[src/rtl/transmitter_if.sv]
// Host write-path bundle for the serial transmitter: the write strobe, the
// byte to queue and the buffer-ready flag returned to the host.
interface transmitter_if #(
    parameter int DATA_BITS = 8
) ();
    logic                 transmit_load;
    logic [DATA_BITS-1:0] transmit_data;
    logic                 TBR;

    // Host side: issues writes, watches the ready flag.
    modport master (
        output transmit_load,
        output transmit_data,
        input  TBR
    );

    // Transmitter side: accepts writes, reports whether the holding register is free.
    modport slave (
        input  transmit_load,
        input  transmit_data,
        output TBR
    );
endinterface

[src/rtl/transmitter.sv]
// UART-style serial transmitter. One frame is a low start bit, DATA_BITS data
// bits LSB first and STOP_BITS high stop periods. Every bit boundary is a
// single-cycle baud_rate_generator pulse. A holding register lets the host
// queue the next byte while the shift register drives the line, so frames can
// run back to back without an idle bit. All outputs come straight from flops.
module transmitter #(
    parameter int DATA_BITS = 8,
    parameter int STOP_BITS = 1
) (
    input  logic          clk,
    input  logic          reset,
    input  logic          baud_rate_generator,
    transmitter_if.slave  host,
    output logic          TxD,
    output logic          tx_busy
);

    localparam int CNT_W = (DATA_BITS > 1) ? $clog2(DATA_BITS) : 1;
    localparam logic [CNT_W-1:0] LAST_BIT = CNT_W'(DATA_BITS - 1);
    localparam logic [CNT_W-1:0] CNT_ONE  = CNT_W'(1);
    localparam logic             STOP_LAST = 1'(STOP_BITS - 1);

    typedef enum logic [1:0] {
        ST_IDLE  = 2'd0,
        ST_START = 2'd1,
        ST_DATA  = 2'd2,
        ST_STOP  = 2'd3
    } state_e;

    state_e               state_q,    state_d;
    logic [DATA_BITS-1:0] hold_q,     hold_d;
    logic [DATA_BITS-1:0] shift_q,    shift_d;
    logic [CNT_W-1:0]     bit_cnt_q,  bit_cnt_d;
    logic                 stop_cnt_q, stop_cnt_d;
    logic                 tbr_q,      tbr_d;
    logic                 txd_q,      txd_d;
    logic                 busy_q,     busy_d;

    logic                 transfer_s;
    logic [DATA_BITS-1:0] shifted_s;

    // The shift register contents after one right shift; its bit 0 is the next data bit.
    assign shifted_s = {1'b0, shift_q[DATA_BITS-1:1]};

    assign host.TBR = tbr_q;
    assign TxD      = txd_q;
    assign tx_busy  = busy_q;

    // State register and all datapath flops; reset aborts any frame in flight.
    always_ff @(posedge clk) begin
        if (reset) begin
            state_q    <= ST_IDLE;
            hold_q     <= {DATA_BITS{1'b0}};
            shift_q    <= {DATA_BITS{1'b0}};
            bit_cnt_q  <= {CNT_W{1'b0}};
            stop_cnt_q <= 1'b0;
            tbr_q      <= 1'b1;
            txd_q      <= 1'b1;
            busy_q     <= 1'b0;
        end else begin
            state_q    <= state_d;
            hold_q     <= hold_d;
            shift_q    <= shift_d;
            bit_cnt_q  <= bit_cnt_d;
            stop_cnt_q <= stop_cnt_d;
            tbr_q      <= tbr_d;
            txd_q      <= txd_d;
            busy_q     <= busy_d;
        end
    end

    // Next-state logic: host writes into the holding register, and the
    // tick-driven frame sequencer that decides the next line level.
    always_comb begin
        state_d    = state_q;
        hold_d     = hold_q;
        shift_d    = shift_q;
        bit_cnt_d  = bit_cnt_q;
        stop_cnt_d = stop_cnt_q;
        tbr_d      = tbr_q;
        txd_d      = txd_q;
        busy_d     = busy_q;
        transfer_s = 1'b0;

        // A write is only taken while the holding register is empty; writes
        // while it is full are silently dropped.
        if (host.transmit_load && tbr_q) begin
            hold_d = host.transmit_data;
            tbr_d  = 1'b0;
        end else begin
            hold_d = hold_q;
        end

        if (baud_rate_generator) begin
            case (state_q)
                ST_IDLE: begin
                    if (!tbr_q) begin
                        transfer_s = 1'b1;
                        state_d    = ST_START;
                        txd_d      = 1'b0;
                        busy_d     = 1'b1;
                    end else begin
                        state_d    = ST_IDLE;
                        txd_d      = 1'b1;
                        busy_d     = 1'b0;
                    end
                end
                ST_START: begin
                    state_d   = ST_DATA;
                    bit_cnt_d = {CNT_W{1'b0}};
                    txd_d     = shift_q[0];
                end
                ST_DATA: begin
                    if (bit_cnt_q == LAST_BIT) begin
                        state_d    = ST_STOP;
                        stop_cnt_d = 1'b0;
                        txd_d      = 1'b1;
                    end else begin
                        shift_d    = shifted_s;
                        bit_cnt_d  = bit_cnt_q + CNT_ONE;
                        txd_d      = shifted_s[0];
                    end
                end
                ST_STOP: begin
                    if (stop_cnt_q == STOP_LAST) begin
                        // A queued byte starts immediately, giving back-to-back frames.
                        if (!tbr_q) begin
                            transfer_s = 1'b1;
                            state_d    = ST_START;
                            txd_d      = 1'b0;
                            busy_d     = 1'b1;
                        end else begin
                            state_d    = ST_IDLE;
                            txd_d      = 1'b1;
                            busy_d     = 1'b0;
                        end
                    end else begin
                        stop_cnt_d = stop_cnt_q + 1'b1;
                        txd_d      = 1'b1;
                    end
                end
                default: begin
                    state_d = ST_IDLE;
                    txd_d   = 1'b1;
                    busy_d  = 1'b0;
                end
            endcase
        end else begin
            state_d = state_q;
        end

        // Moving the queued byte into the shift register frees the holding
        // register; a transfer only happens while it is full, so it never
        // coincides with an accepted write.
        if (transfer_s) begin
            shift_d = hold_q;
            tbr_d   = 1'b1;
        end else begin
            shift_d = shift_d;
        end
    end

endmodule

[src/flat_wrapper.sv]
// flat-port wrapper written by rule: the top's interface ports become plain ports
module transmitter_flat 
#(
    parameter int DATA_BITS = 8,
    parameter int STOP_BITS = 1
)
  (clk, reset, baud_rate_generator, TxD, tx_busy, host_transmit_load, host_transmit_data, host_TBR);
  transmitter_if #(.DATA_BITS(DATA_BITS)) host_i ();
  input  logic clk;
  input  logic reset;
  input  logic baud_rate_generator;
  output logic TxD;
  output logic tx_busy;
  input wire logic [$bits(host_i.transmit_load)-1:0] host_transmit_load;
  input wire logic [$bits(host_i.transmit_data)-1:0] host_transmit_data;
  output wire logic [$bits(host_i.TBR)-1:0] host_TBR;
  assign host_i.transmit_load = host_transmit_load;
  assign host_i.transmit_data = host_transmit_data;
  assign host_TBR = host_i.TBR;
  transmitter #(.DATA_BITS(DATA_BITS), .STOP_BITS(STOP_BITS)) u_core (.clk(clk), .reset(reset), .baud_rate_generator(baud_rate_generator), .host(host_i), .TxD(TxD), .tx_busy(tx_busy));
endmodule
[config.mk]
export PLATFORM = sky130hd
export DESIGN_NAME = transmitter_flat
export DESIGN_NICKNAME = d
export VERILOG_FILES = /design/src/rtl/transmitter_if.sv /design/src/rtl/transmitter.sv /design/src/flat_wrapper.sv
export SDC_FILE = /design/constraint.sdc
export NUM_CORES = 1
export LEC_CHECK = 0
export CAP_MARGIN = 20
export CELL_PAD_IN_SITES_DETAIL_PLACEMENT = 0
export CELL_PAD_IN_SITES_GLOBAL_PLACEMENT = 1
export CORE_ASPECT_RATIO = 1.5
export CORE_UTILIZATION = 46
export CTS_CLUSTER_DIAMETER = 40
export DETAILED_ROUTE_END_ITERATION = 6
export DONT_BUFFER_PORTS = 1
export PLACE_DENSITY = 0.87
export REMOVE_ABC_BUFFERS = 1
export SLEW_MARGIN = 20
export SYNTH_ARGS = -nofsm -noshare
export SYNTH_HDL_FRONTEND = slang
export SYNTH_SLANG_ARGS = --single-unit
[constraint.sdc]
create_clock -name clk -period 2 [get_ports clk]
set_input_delay 0.4 -clock clk [delete_from_list [all_inputs] [get_ports clk]]
set_output_delay 0.4 -clock clk [all_outputs]
set_load 0.01 [all_outputs]
==> parameters.txt <==
Parameter                              Value

Run status
  Result of the run ... finished clean

Routing
  DRC ... 0
  Routed Antenna Nets ... 0
  Routed via count divided by cell count ... 5.87
  Routed wire length per instance ... 13.4 um
  DRC violation total after the first TritonRoute iteration ... 7
  Number of detailed-routing iterations run before antenna repair ... 4
  Via Count ... 869
  Overall routed net length ... 1980 um

Floorplan
  Area of the die ... 2690 um^2
  Initial core utilization ... 49.9%
  Top-level I/O count ... 15
  Placeable core region ... 2290 um^2
  Chip Height ... 63 um
  Standard-cell row count ... 21
  Die width ... 42.7 um

STA
  Total negative slack for setup checks ... 0 ns
  Timing-limited maximum frequency ... 0.536 GHz
  Transition at the pin with the smallest max-transition slack ... 0.376 ns
  Worst slew slack as a fraction of its limit ... 74.9%
  Final hold violation count ... 0
  Final number of setup-violating endpoints ... 0
  Final Slew Violations ... 0
  Setup slack of the critical path after layout ... 0.134 ns
  RSZ-0062 raised after global routing ... false
  Post-route minimum period ... 1.87 ns
  Share of the clock period used by the worst path ... 93.3%
  Worst Skew ... 0.0170 ns

Critical path
  Cell chain of the critical path ... inv_1 -> ha_1 -> or3b_4 -> or2_4 -> a211oi_1
  Setup crit end kind ... register
  Cell at the slowest stage of the critical path ... or3b_4
  Worst stage delay on the critical path ... 0.45 ns
  Gate family responsible for the most delay along the worst path ... simple AND/OR/NAND/NOR gates
  Worst setup SP type ... register
  Data arrival time of the critical path ... 2.10 ns
  Number of buffer and inverter stages on the critical path ... 1
  Maximum fanout along the worst path ... 8
  Worst Path Class, Setup ... reg -> reg
  Data required, critical path ... 2.23 ns

Final layout
  Combined flip-flop and latch cell area ... 482 um^2
  Number of inserted filler cells in the final layout ... 237
  Nets ... 145
  Combined area of the multi-input logic cells ... 594 um^2
  Most common cell after layout, fill and taps aside ... dfxtp_1
  Area delta synth->final ... 4.06%
  Fraction of layout instances using a drive strength above 1 ... 9.60%
  Count of antenna diodes in the layout ... 0
  Commonest cells after routing, fill and taps aside ... dfxtp_1, a21oi_1, nand2_1

Global route
  Largest net degree at the start of global routing ... 26
  Vias in the first global route ... 846
  Global-route total usage across every layer ... 16.5%
  Wire length of the first global-routing pass ... 3540 um
  Number of antenna violations at the first check in global routing ... 0
  Residual overflow from global routing ... 0

Synth
  Synthesis-stage register bit count ... 24
  Library cells used by synthesis ... 28
  Share of synthesized area spent on multiplexers ... 6.14%
  Main area contributors after synthesis ... dfxtp_1, ha_1, a21oi_1
  Dominant combinational cell family by area after synthesis ... simple AND/OR/NAND/NOR gates
  Sequential-to-total area share from yosys stat ... 42.1%
  Area fraction of the dominant cell type after synthesis ... 42.1%
  Area fraction in and, or, nand and nor cells after synthesis ... 19.3%
  Total number of yosys warnings ... 0
  Mean post-synth cell area ... 8.85 um^2
  Adder and majority cell fraction of the synthesized area ... 7.68%
  Xor and xnor area share after synthesis ... 0%
  Area of the mapped netlist ... 1140 um^2
  Number of cells produced by synthesis ... 129
  Synth Area in Compound Gates ... 18.5%
  Post-synth top area cell ... dfxtp_1

Power and ir drop
  Cell leakage power ... 0.419 nW
  VDD IR max ... 527 uV
  Cell Pwr Density ... 836 nW/um^2

Placed design
  Number of port buffers ... 0
  Last weighted congestion value of the routability-driven placer ... 0.802
  Hpwl dp ... 1510 um
  Pre-CTS setup slack ... 0.0195 ns

Clocking
  Number of hold buffers added after cts ... 0
  Number of buffers added by the clock tree synthesis step ... 3
  Clock Latency Late Sink ... 0.32 ns
  Clock root buffer ... clkbuf_4
  CTS tree ... done
  Maximum buffer depth of the clock tree ... 2
  CTS H-tree depth ... 1
  Clock sinks ... 24
  Post-CTS clock slew at the launch and capture registers of the worst setup and hold paths ... 0.14 ns

Worst hold path
  Worst hold path type ... in -> reg

Job
  Count of max-cap constraint violations ... 0
==> registers in the layout (all words and copies together), names as in the netlist <==
register,flops
u_core.tx_busy,1
u_core.hold_q,8
u_core.TxD,1
u_core.host.TBR,1
u_core.state_q,2
u_core.bit_cnt_q,3
u_core.shift_q,8
==> through the flow <==
step           power (mW)  utilization, %  cell area (um^2)  hold slack [ns]  cells
6_report            0.993            51.9              1190            0.122    148
5_1_grt              1.05            51.9              1190           0.0932    148
4_1_cts              1.00            51.8              1180            0.113    148
3_5_place_dp        0.655            49.4              1130            0.437    144
3_3_place_gp        0.652            49.4              1130            0.439    144
2_1_floorplan       0.626               -              1080            0.425    119
==> logic make-up after synthesis <==
family / Yosys count
and+or+nand+nor: 43
AOI/OAI and AO/OA: 34
DFF: 24
buffers and inverters: 14
muxes: 7
adders and majority gates: 7
==> cell type report <==
class,instances,area share [%]
Clock buffer,3,1.90
Sequential cell,24,40.6
Tap cell,23,2.42
Multi-Input combinational cell,91,50.1
Timing Repair Buffer,2,1.26
Inverter,4,1.26
Clock inverter,1,2.53
==> layer usage <==
layer	up-vias	part of all wire (%)	GRT usage, %
li1	454	-	-
met1	394	45	19.9
met2	16	50	28.0
met3	5	2.7	2.02
met4	0	1.8	8.20
met5	-	0	0
==> worst reg2reg max path, delay by kind of cell, from the launching register on <==
family	cells	cell delay, ns
AO/OA/AOI/OAI	1	0.20
buffers and inverters	1	0.09
adder cells (fa/ha/maj)	1	0.34
AND/OR/NAND/NOR	2	0.75
flip-flops	1	0.40
==> cells in the mapped netlist <==
| cell type | count |
|---|---|
| a211oi_1 | 9 |
| a21oi_1 | 16 |
| a311oi_1 | 1 |
| and2_1 | 1 |
| and3b_2 | 1 |
| buf_1 | 1 |
| buf_2 | 3 |
| buf_6 | 2 |
| clkbuf_1 | 4 |
| dfxtp_1 | 24 |
| ha_1 | 7 |
| inv_1 | 4 |
| mux2i_1 | 7 |
| nand2_1 | 11 |
| nand2b_1 | 2 |
| nand3_1 | 10 |
| nand3b_1 | 1 |
| nand4_1 | 1 |
| nor2_1 | 4 |
| nor2_2 | 1 |
| nor2b_1 | 1 |
| nor3_1 | 7 |
| o21ai_0 | 4 |
| o221ai_1 | 1 |
| o31ai_1 | 2 |
| o32a_2 | 1 |
| or2_1 | 1 |
| or3b_1 | 2 |
==> path summary, 6_finish.rpt <==
kind | end | cells after the start | slack (ns) | start
worst max-delay path | u_core.shift_q[2] | 5 | 0.13 | u_core.state_q[1]
worst min-delay path | u_core.hold_q[7] | 1 | 0.12 | reset
worst max register to register | u_core.shift_q[2] | 5 | 0.13 | u_core.state_q[1]
worst min register to register | u_core.hold_q[7] | 2 | 0.45 | u_core.hold_q[7]
==> what timing repair did <==
action                                  in CTS  in global routing
pin swaps                                    0                  0
hold endpoints to repair                     0                  0
cloned                                       0                  0
buffers inserted                             0                  0
resized for setup                            1                  2
endpoints found under the setup margin       6                  8
==> report_power, final <==
part           internal (mW)  leakage [nW]  switching, mW
clock                  0.203        0.0279          0.143
combinational         0.0507         0.194         0.0692
sequential             0.508         0.197         0.0187
total                  0.762         0.419          0.231
No activity file was read; power rests on OpenSTA's default activity.
